## config.mk

```make
export PLATFORM = sky130hd
export DESIGN_NAME = ram_port_master
export DESIGN_NICKNAME = d
export VERILOG_FILES = /design/src/rtl/ram_port_pkg.sv /design/src/rtl/ram_port_master.sv
export SDC_FILE = /design/constraint.sdc
export NUM_CORES = 1
export LEC_CHECK = 0
export ABC_CLOCK_PERIOD_IN_PS = 4250
export BUFFER_PORTS_ARGS = -buffer_cell sky130_fd_sc_hd__buf_4
export CAP_MARGIN = 40
export CORE_MARGIN = 2
export CORE_UTILIZATION = 45
export DETAILED_ROUTE_END_ITERATION = 7
export PLACE_DENSITY = 0.79
export SYNTH_ARGS = -nofsm -noshare
export SYNTH_HDL_FRONTEND = slang
export SYNTH_SLANG_ARGS = --single-unit
```

## constraint.sdc

```tcl
create_clock -name clk -period 4.25 [get_ports clk]
set_input_delay 0 -clock clk [delete_from_list [all_inputs] [get_ports clk]]
set_output_delay 0 -clock clk [all_outputs]
set_load 0.1 [all_outputs]
```

## src/rtl/ram_port_pkg.sv

```systemverilog
// ram_port_pkg: shared types and constants for the data RAM port initiator
package ram_port_pkg;
  localparam int RAM_DEPTH = 126;
  localparam int WORD_W = 16;
  localparam logic MODE_DUMP = 1'b0;
  localparam logic MODE_LOAD = 1'b1;
  typedef enum logic [2:0] {IDLE, RD_WAIT, RD_HOLD, WR_WAIT, WR_PULSE, FIN} state_t;
endpackage

```

## src/rtl/ram_port_master.sv

```systemverilog
// ram_port_master: streams a RAM block out (dump) or fills it from a stream (load) while the CPU is halted
module ram_port_master
  import ram_port_pkg::*;
#(
  parameter int DW = WORD_W,
  parameter int AW = 16,
  parameter int DEPTH = RAM_DEPTH,
  parameter int READ_LAT = 1
) (
  input  logic          clk,
  input  logic          reset,
  input  logic          start,
  input  logic          mode,
  input  logic [AW-1:0] base,
  input  logic [AW-1:0] count,
  output logic          busy,
  output logic          done,
  output logic          err,
  output logic [AW-1:0] mem_addr,
  output logic [DW-1:0] mem_wdata,
  output logic          mem_we,
  input  logic [DW-1:0] mem_rdata,
  output logic [DW-1:0] out_data,
  output logic          out_valid,
  output logic          out_last,
  input  logic          out_ready,
  input  logic [DW-1:0] in_data,
  input  logic          in_valid,
  output logic          in_ready
);
  localparam int LW = $clog2(READ_LAT + 1);
  state_t state, state_n;
  logic [AW-1:0] rem, rem_n, addr_n;
  logic [LW-1:0] lat, lat_n;
  logic [DW-1:0] wdata_n, odata_n;
  logic we_n, ovalid_n, olast_n, iready_n, busy_n, done_n, err_n;
  logic [AW:0] end_addr;
  logic last;
  assign end_addr = {1'b0, base} + {1'b0, count};
  assign last = rem == AW'(1);
  always_comb begin
    state_n = state;
    rem_n = rem;
    addr_n = mem_addr;
    lat_n = lat;
    wdata_n = mem_wdata;
    odata_n = out_data;
    we_n = 1'b0;
    ovalid_n = out_valid;
    olast_n = out_last;
    iready_n = in_ready;
    busy_n = busy;
    done_n = 1'b0;
    err_n = 1'b0;
    case (state)
      IDLE: if (start) begin
        busy_n = 1'b1;
        addr_n = base;
        rem_n = count;
        lat_n = '0;
        if (count == '0 || end_addr > (AW+1)'(DEPTH)) begin
          state_n = FIN;
          done_n = 1'b1;
          err_n = count != '0;
        end else if (mode == MODE_DUMP) begin
          state_n = RD_WAIT;
        end else begin
          state_n = WR_WAIT;
          iready_n = 1'b1;
        end
      end
      RD_WAIT: if (lat == LW'(READ_LAT)) begin
        odata_n = mem_rdata;
        ovalid_n = 1'b1;
        olast_n = last;
        state_n = RD_HOLD;
      end else begin
        lat_n = lat + 1'b1;
      end
      // out_valid is always high here, so out_ready alone completes the handshake
      RD_HOLD: if (out_ready) begin
        ovalid_n = 1'b0;
        olast_n = 1'b0;
        addr_n = mem_addr + 1'b1;
        rem_n = rem - 1'b1;
        lat_n = '0;
        state_n = last ? FIN : RD_WAIT;
        done_n = last;
      end
      WR_WAIT: if (in_valid) begin
        wdata_n = in_data;
        we_n = 1'b1;
        iready_n = 1'b0;
        state_n = WR_PULSE;
      end
      WR_PULSE: begin
        addr_n = mem_addr + 1'b1;
        rem_n = rem - 1'b1;
        iready_n = !last;
        state_n = last ? FIN : WR_WAIT;
        done_n = last;
      end
      FIN: begin
        busy_n = 1'b0;
        state_n = IDLE;
      end
      default: state_n = IDLE;
    endcase
  end
  always_ff @(posedge clk) begin
    if (reset) begin
      state <= IDLE;
      rem <= '0;
      lat <= '0;
      mem_addr <= '0;
      mem_wdata <= '0;
      mem_we <= 1'b0;
      out_data <= '0;
      out_valid <= 1'b0;
      out_last <= 1'b0;
      in_ready <= 1'b0;
      busy <= 1'b0;
      done <= 1'b0;
      err <= 1'b0;
    end else begin
      state <= state_n;
      rem <= rem_n;
      lat <= lat_n;
      mem_addr <= addr_n;
      mem_wdata <= wdata_n;
      mem_we <= we_n;
      out_data <= odata_n;
      out_valid <= ovalid_n;
      out_last <= olast_n;
      in_ready <= iready_n;
      busy <= busy_n;
      done <= done_n;
      err <= err_n;
    end
  end
endmodule

```

==> qor.yml, run 1 <==
pwr_density_cell_nw_per_um2: 661.4
dr.pass1.iters: 6
setup_viol: 0
rows: 36
peakVddDrop_uv: 423.5
required_ps: 4500
wire_per_inst_um: 16.38
maxCapViolCount: 0
clkLatencyLatePin_ps: 360
cts_resized: 0
crit_chain: "dlygate4sd3_1 -> buf_4 -> ha_1 -> inv_1 -> fa_1 -> nand2b_1 -> a21oi_1 -> o21ai_2 -> o21ai_0 -> a221oi_1 -> xnor2_1 -> nor4_4 -> nor2b_1 -> o21a_1"
synthFlopType: "dfxtp_1"
fp.dieArea_sq_um: 10920
status: "finished clean"
tns_ps: 0
ioPinCount: 125
power_leakage_nw: 2.500
clk_path_buf_depth: 2
yosysUniqueCellTypes: 60
core_area_sq_um: 9774
synth.cell_area_sq_um: 4543
post-dp-hpwl_um: 10240
fin_crit_ps: 3069
nets: 861
nFillCells: 818
diodes: 0
numCtsBuffers: 9
synth_edf_count: 0
vias_per_cell: 5.771
yosys_warnings: 0
yosys_register_bits: 75
critical_path_class: "in -> reg"
finalHoldViolCount: 0
critPathSlowestCell: "dlygate4sd3_1"
hold_path.class: "in -> reg"
synth_fp_nets: 719
fin_skew_ps: 16.28
antenna_found_initial: 0
rsz0062_at_grt: "no"
worstPathMaxFanout: 4
first_global_vias: 5013
syn_inst: 629
cp-startpoint: "count[0]"
wl_um: 14890
cts_root_buf: "clkbuf_8"
drive_gt1_share_pct: 20.23
max_freq_mhz: 325.9
hold_ws_ps: 28.32
dieHeight_um: 104.5
synth.avg_cell_area_sq_um: 7.223
drc: 0
ys_seq_area_share_pct: 33.05
synthArstFlopShare_pct: 0
maxSlewHeadroom_pct: 38.07
die_x_um: 104.5
cp-end-kind: "flip-flop"
track_usage_pct: 26.67
clk_pin_slew_worst_paths_ps: 90
grt_pass1_wl_um: 23890
cpPeakStageDelay_ps: 550
place_congestion: 0.9306
critPathLaunchType: "input pin"
start_util_pct: 46.48
synthToLayoutAreaGrowth_pct: 34.89
p_total_mw: 4.053
cts.htree.levels: 3
hold_path.startpoint: "base[3]"
grt_max_degree: 77
period_share_pct: 72.20
cts_tree: "done"
drtIter0Drc: 390
num_vias: 5246
placement.io_buffers: 124
slew_violations: 0
clock_sinks: 75
ant_nets: 0
worstPathArrival_ps: 3320
r2r_start: "state[1]$_SDFFE_PP0P_"
tightest_slew_ps: 905.6
grt_overflow: 0
==> what timing repair did <==
item,in CTS,in global routing
hold endpoints to repair,40,0
hold buffers,39,0
setup buffers,0,0
==> sequential cells by signal, summed over array words and instances, names as in the netlist, 3 cells and up <==
register and count:
mem_addr 16, mem_wdata 16, out_data 16, rem 16, state 3
==> layout by cell type, fill, tap and decap left out, types with 4 or more instances in the layout <==
cell / n
inv_1: 11
nor4_1: 7
a31oi_1: 6
nand3_1: 19
nand3b_1: 4
nor3_1: 19
dfxtp_1: 75
ha_1: 19
nor2b_1: 7
buf_4: 127
a21oi_1: 90
mux2i_1: 6
nand2_1: 119
o21a_1: 4
and3_1: 5
nand2b_1: 10
dlygate4sd3_1: 39
nor2_1: 65
o211ai_1: 4
o21ai_0: 43
nand4_1: 4
o22ai_1: 8
a21o_1: 5
a22oi_1: 8
clkbuf_8: 9
a211oi_1: 7
==> metal layers <==
layer | global-route usage, % | routed length (um) | vias to the layer above
met5 | 0 | 0 | -
met4 | 8.977 | 402 | 0
met3 | 5.952 | 1065 | 34
met2 | 46.55 | 7332 | 243
met1 | 32.25 | 6085 | 2441
li1 | - | - | 2528
==> logic make-up after synthesis <==
logic type / Yosys count / synth area share (%)
XOR/XNOR: 2 / 0.3856
flip-flops: 75 / 33.05
AO/OA/AOI/OAI: 205 / 27.82
AND/OR/NAND/NOR: 272 / 27.13
buffers and inverters: 48 / 4.379
adder cells (fa/ha/maj): 20 / 5.673
multiplexers: 7 / 1.570
==> cells in the mapped netlist (all sizes together) (10+ instances only) <==
master	count	area (sq um)
a21oi	93	469.2
clkbuf	30	112.6
dfxtp	75	1501
ha	19	237.7
inv	12	45.04
nand2	119	446.7
nand2b	10	62.56
nand3	19	95.09
nor2	65	244.0
nor3	19	95.09
o21ai	47	242.7
==> through the flow <==
stage	setup WS, ps	cell area, sq um	instances	util, %
floorplan	1512	4543	629	-
global placement	1569	5517	853	56.44
detailed placement	1416	5532	854	56.59
CTS	1262	6128	909	62.70
global route	1047	6128	909	62.70
finish	1181	6128	909	62.70
==> report_power, final <==
group	switching (mW)	internal [mW]	leakage, nW	total, mW
clock network	0.300	0.280	0.0984	0.580
logic	1.68	0.685	1.79	2.37
registers	0.223	0.882	0.612	1.11
==> critical path: cells and delay by family <==
kind | cells | cell delay, ps
AO/OA/AOI/OAI | 5 | 1160
buffers and inverters | 3 | 730
AND/OR/NAND/NOR | 3 | 650
adder cells (fa/ha/maj) | 2 | 580
XOR/XNOR | 1 | 190
==> worst paths after layout <==
check / slack (ps) / to / depth (start not counted)
worst max register to register: 1570 / mem_addr[11]$_SDFFE_PP0P_ / 7
worst min-delay path: 30 / mem_addr[3]$_SDFFE_PP0P_ / 5
worst min register to register: 460 / mem_wdata[3]$_SDFFE_PP0P_ / 2
worst max-delay path: 1180 / state[2]$_SDFFE_PP0P_ / 14
==> cell type report <==
type / instances / area, sq um / area share, %
Inverter: 12 / 45.04 / 0.7350
Clock inverter: 7 / 82.58 / 1.347
Sequential cell: 75 / 1501 / 24.50
Multi-Input combinational cell: 506 / 2850 / 46.51
Clock buffer: 9 / 123.9 / 2.021
Tap cell: 133 / 166.4 / 2.715
Timing Repair Buffer: 167 / 1359 / 22.17
Power figures use the tool's default switching activity.
==> inputs of run 2 (changes only) <==
- ABC_CLOCK_PERIOD_IN_PS: 4250 -> 3100
- clock period: 4.25 -> 3.1 ns (I/O delays scaled with it)
==> qor.yml, run 2 (synthesis gave the netlist of run 1 again) <==
pwr_density_cell_nw_per_um2: 910.6  # +38%
clk_path_buf_depth: 2  # unchanged
period_share_pct: 92.85
drc: 0  # unchanged
wl_um: 14470  # -2.8%
clockPowerShare_pct: 15.6  # +1.3 points
hold_path.startpoint: "base[3]"
critPathLaunchType: "input pin"
clock_sinks: 75  # unchanged
diodes: 0  # unchanged
fp.dieArea_sq_um: 10920  # unchanged
cp-end-kind: "flip-flop"
critPathSlowestCell: "dlygate4sd3_1"
rsz0062_at_grt: "no"
required_ps: 3310  # -1190 ps
clk_pin_slew_worst_paths_ps: 80  # about the same
rows: 36  # unchanged
ioPinCount: 125  # unchanged
critPathBufInv: 3  # unchanged
num_vias: 5160  # -1.6%
finalHoldViolCount: 0  # unchanged
nFillCells: 843  # +3.1%
synthToLayoutAreaGrowth_pct: 35.75
antenna_found_initial: 0  # unchanged
dieHeight_um: 104.5  # unchanged
fin_skew_ps: 14.84  # -1.437 ps
wire_per_inst_um: 15.87  # -3.1%
fin_crit_ps: 2878
crit_chain: "dlygate4sd3_1 -> buf_4 -> ha_1 -> inv_1 -> fa_1 -> nand2b_1 -> a21oi_1 -> nor4_1 -> a311o_1 -> a31oi_1 -> o2111ai_2 -> nor4_4 -> nand3b_1 -> nor3b_1"
place_congestion: 0.9216  # -0.97%
core_area_sq_um: 9774  # unchanged
switching_power_mw: 2.999  # +36%
grt_pass1_wl_um: 24020  # +0.55%
worstPathArrival_ps: 3080  # -240 ps
grt_overflow: 0  # unchanged
tightest_slew_ps: 804.9  # -100.7 ps
netSwitchingFraction_pct: 53.40  # -1.0 points
vias_per_cell: 5.658  # -2.0%
grt_max_degree: 77  # unchanged
power_leakage_nw: 2.529  # +1.2%
p_total_mw: 5.616  # +39%
placement.io_buffers: 124  # unchanged
peakVddDrop_uv: 589.1  # +39%
numCtsBuffers: 9  # unchanged
cpPeakStageDelay_ps: 550  # about the same
setup_viol: 0  # unchanged
layout_common_cells: "buf_4, nand2_1, a21oi_1"
maxCapViolCount: 0  # unchanged
first_global_vias: 4965  # -0.96%
pwr-share-comb_pct: 57.6  # -0.8 points
cts_tree: "done"
dr.pass1.iters: 5  # -1
clkLatencyLatePin_ps: 360  # about the same
die_x_um: 104.5  # unchanged
layout_commonest_cell: "buf_4"
max_freq_mhz: 347.4
cts_root_buf: "clkbuf_8"
critPathTopFamily: "compound AO/OA/AOI/OAI gates"
drtIter0Drc: 345  # -12%
hold_ws_ps: 40.67  # +12.35 ps
track_usage_pct: 26.72  # +0.045 points
r2r_start: "state[2]$_SDFFE_PP0P_"
hold_path.class: "in -> reg"
maxSlewHeadroom_pct: 44.95  # +6.9 points
slew_violations: 0  # unchanged
post-dp-hpwl_um: 10030  # -2.0%
worstPathMaxFanout: 4  # unchanged
nets: 864  # +0.35%
seqPwrFrac_pct: 26.8  # -0.5 points
start_util_pct: 46.48  # unchanged
cts.htree.levels: 3  # unchanged
tns_ps: 0  # unchanged
status: "finished clean"
drive_gt1_share_pct: 20.54  # +0.31 points
ant_nets: 0  # unchanged
p_int_mw: 2.617  # +42%
cp-startpoint: "base[0]"
critical_path_class: "in -> reg"
[run 2: cell type report]
class                   count  area (sq um)  share of cell area (%)
multi-input cells         506          2850                   46.22
flip-flops and latches     75          1501                   24.35
repair buffers            170          1374                   22.28
well taps                 133         166.4                   2.698
clock buffers               9         123.9                   2.009
clock inverters             7         106.4                   1.724
inverters                  12         45.04                  0.7304
[run 2: worst reg2reg max path, delay by kind of cell, from the launching register on]
family                 cells  cell delay [ps]
AOI/OAI and AO/OA          3              840
DFF                        1              620
buffers and inverters      1              360
and+or+nand+nor            3              470
[run 2: metrics by stage]
stage / cell area, sq um / std cells / utilization (%) / setup slack [ps]
finish: 6167 / 912 / 63.10 / 221.8
global route: 6167 / 912 / 63.10 / 55.48
CTS: 6167 / 912 / 63.10 / 175.4
detailed placement: 5547 / 857 / 56.75 / 344.6
global placement: 5547 / 857 / 56.75 / 466.8
floorplan: 4543 / 629 / - / 362.4
[run 2: path summary, 6_finish.rpt]
path	end	slack (ps)	cells after the start
hold reg to reg	mem_wdata[15]$_SDFFE_PP0P_	460	2
setup / recovery	err$_SDFF_PP0_	220	14
hold / removal	mem_addr[3]$_SDFFE_PP0P_	40	5
setup reg to reg	mem_addr[13]$_SDFFE_PP0P_	750	7
[run 2: repair_timing]
item | 4_1_cts | 5_1_grt
hold endpoints to repair | 40 | 0
setup endpoints to repair | 0 | 4
gates resized for setup | 0 | 1
hold buffers | 39 | 0
setup buffers | 0 | 0
[run 2: power by group through the flow]
stage | Combinational, mW | Clock, mW | Sequential [mW]
2_1_floorplan | 1.57 | 0 | 2.38
3_3_place_gp | 3.11 | 0 | 1.50
3_5_place_dp | 3.17 | 0 | 1.52
4_1_cts | 3.22 | 0.896 | 1.50
5_1_grt | 3.51 | 0.934 | 1.55
6_report | 3.23 | 0.877 | 1.51
[run 2: routing by layer]
metal,track usage (%),up-vias,wire (um)
met4,11.39,0,431
met1,32.49,2364,6006
met3,5.952,40,945
met2,45.24,209,7088
met5,0,-,0
li1,-,2547,-
==> inputs of run 3 (changes only) <==
==> constraint.sdc (replaced) <==
create_clock -name clk -period 3.1 [get_ports clk]
set_input_delay 0.31 -clock clk [delete_from_list [all_inputs] [get_ports clk]]
set_output_delay 0.31 -clock clk [all_outputs]
set_load 0.1 [all_outputs]
==> qor.yml, run 3 (synthesis gave the netlist of run 1 again) <==
status: "finished clean"
clock_sinks: 75  # unchanged
place_congestion: 0.9409  # +2.1%
crit_chain: "buf_4 -> ha_1 -> inv_1 -> fa_1 -> nand2b_1 -> a21oi_1 -> o21ai_2 -> o21ai_0 -> a221oi_1 -> xnor2_1 -> nor4_4 -> nor2b_1 -> o21a_1"
clkLatencyLatePin_ps: 360  # about the same
power_leakage_nw: 2.345  # -7.3%
required_ps: 3360  # +50 ps
critPathLaunchType: "input pin"
maxCapViolCount: 0  # unchanged
critPathTopFamily: "compound AO/OA/AOI/OAI gates"
fin_crit_ps: 2661  # -216.8 ps
grt_use_met1_pct: 30.95  # -1.5 points
finalHoldViolCount: 0  # unchanged
track_usage_pct: 24.74  # -2.0 points
seqPwrFrac_pct: 27.9  # +1.1 points
drc: 0  # unchanged
maxSlewHeadroom_pct: 43.78  # -1.2 points
post-cts-setup-buffers: 0  # unchanged
fin_skew_ps: 13.36  # -1.482 ps
first_global_vias: 4559  # -8.2%
cp-end-kind: "flip-flop"
peakVddDrop_uv: 555.2  # -5.7%
post-dp-hpwl_um: 10010  # -0.25%
p_total_mw: 5.400  # -3.8%
r2r_start: "state[1]$_SDFFE_PP0P_"
netSwitchingFraction_pct: 55.16  # +1.8 points
placement.io_buffers: 124  # unchanged
worstHoldPathCells: 3  # -2
nFillCells: 924  # +9.6%
grt-busiest-layer: "met2"
cts_tree: "done"
drive_gt1_share_pct: 21.59  # +1.1 points
ant_nets: 0  # unchanged
diodes: 0  # unchanged
rows: 36  # unchanged
grt_max_degree: 77  # unchanged
cpPeakStageDelay_ps: 400  # -150 ps
drtIter0Drc: 313  # -9.3%
worstPathArrival_ps: 2920  # -160 ps
tightest_slew_ps: 822.1  # +17.19 ps
rr_endpoint: "rem[0]$_SDFFE_PP0P_"
antenna_found_initial: 0  # unchanged
p_int_mw: 2.421  # -7.5%
clockPowerShare_pct: 12.4  # -3.2 points
worstPathMaxFanout: 4  # unchanged
critical_path_class: "in -> reg"
critPathBufInv: 2  # -1
setup_viol: 0  # unchanged
pwr_density_cell_nw_per_um2: 943.5  # +3.6%
switching_power_mw: 2.978  # -0.67%
synthToLayoutAreaGrowth_pct: 25.97
clk_pin_slew_worst_paths_ps: 80  # about the same
cts.htree.levels: 3  # unchanged
grt_overflow: 0  # unchanged
hold_path.startpoint: "in_data[15]"
pwr-share-comb_pct: 59.7  # +2.1 points
r2r_setup_slack_ps: 660  # -90 ps
cts_root_buf: "clkbuf_8"
vias_per_cell: 5.757  # +1.8%
nets: 826  # -4.4%
hold_path.class: "in -> reg"
tns_ps: 0  # unchanged
die_x_um: 104.5  # unchanged
layout_commonest_cell: "buf_4"
grt_pass1_wl_um: 22360  # -6.9%
dr.pass1.iters: 5  # unchanged
dieHeight_um: 104.5  # unchanged
wl_um: 13550  # -6.4%
reg2reg_depth: 8  # +1
grt_util_met3_pct: 5.639  # -0.31 points
ctsHoldBuffers: 0  # -100%
critPathSlowestCell: "fa_1"
numCtsBuffers: 9  # unchanged
seq_area_sq_um: 1501  # unchanged
cts_resized: 0  # unchanged
fp.dieArea_sq_um: 10920  # unchanged
start_util_pct: 46.48  # unchanged
multi_input_area_sq_um: 2850  # unchanged
wire_per_inst_um: 15.50  # -2.3%
core_area_sq_um: 9774  # unchanged
min_to: "mem_wdata[15]$_SDFFE_PP0P_"
globalRouteMet2Util_pct: 41.78  # -3.5 points
slew_violations: 0  # unchanged
max_freq_mhz: 375.7  # +8.1%
ioPinCount: 125  # unchanged
rsz0062_at_grt: "no"
period_share_pct: 85.85  # -7.0 points
layout_common_cells: "buf_4, nand2_1, a21oi_1"
num_vias: 5032  # -2.5%
clk_path_buf_depth: 2  # unchanged
-- run 3: cell type report --
type / count / share of cell area (%)
Multi-Input combinational cell: 506 / 49.80
Sequential cell: 75 / 26.24
Timing Repair Buffer: 132 / 17.32
Tap cell: 133 / 2.908
Clock buffer: 10 / 2.230
Inverter: 12 / 0.7871
Clock inverter: 6 / 0.7215
-- run 3: how the worst max path moves through the flow --
stage | start | end | depth (start not counted)
after floorplan | mem_addr[3]$_SDFFE_PP0P_ | mem_addr[14]$_SDFFE_PP0P_ | 8
after global placement | count[0] | err$_SDFF_PP0_ | 13
after detailed placement | base[0] | state[2]$_SDFFE_PP0P_ | 13
after CTS | count[0] | in_ready$_SDFFE_PP0P_ | 13
after global routing | base[0] | in_ready$_SDFFE_PP0P_ | 13
final | count[0] | state[2]$_SDFFE_PP0P_ | 13
-- run 3: metrics by stage --
stage | util (%) | instances | setup slack (ps) | hold WS, ps | instance area [sq um]
3_5_place_dp | 56.82 | 858 | 70.92 | 450.7 | 5554
3_3_place_gp | 56.82 | 858 | 162.8 | 442.8 | 5554
2_1_floorplan | - | 629 | 362.4 | 444.9 | 4543
5_1_grt | 58.55 | 874 | 204.0 | 183.4 | 5723
4_1_cts | 58.55 | 874 | 465.3 | 177.8 | 5723
6_report | 58.55 | 874 | 438.6 | 197.2 | 5723
-- run 3: worst min-delay path: stages --
cell and delay, ps:
buf_4 110, nand2_1 50, a21oi_1 50
-- run 3: power groups by stage --
stage / logic, mW / clock network, mW / registers [mW]
finish: 3.23 / 0.670 / 1.50
global placement: 3.13 / 0 / 1.50
global route: 3.49 / 0.726 / 1.55
floorplan: 1.57 / 0 / 2.38
detailed placement: 3.18 / 0 / 1.51
CTS: 3.20 / 0.690 / 1.49
-- run 3: routing by layer --
layer	part of all wire, %	vias up
met4	2.3	0
met2	49	213
met3	7.2	23
met1	42	2333
met5	0	-
li1	-	2463
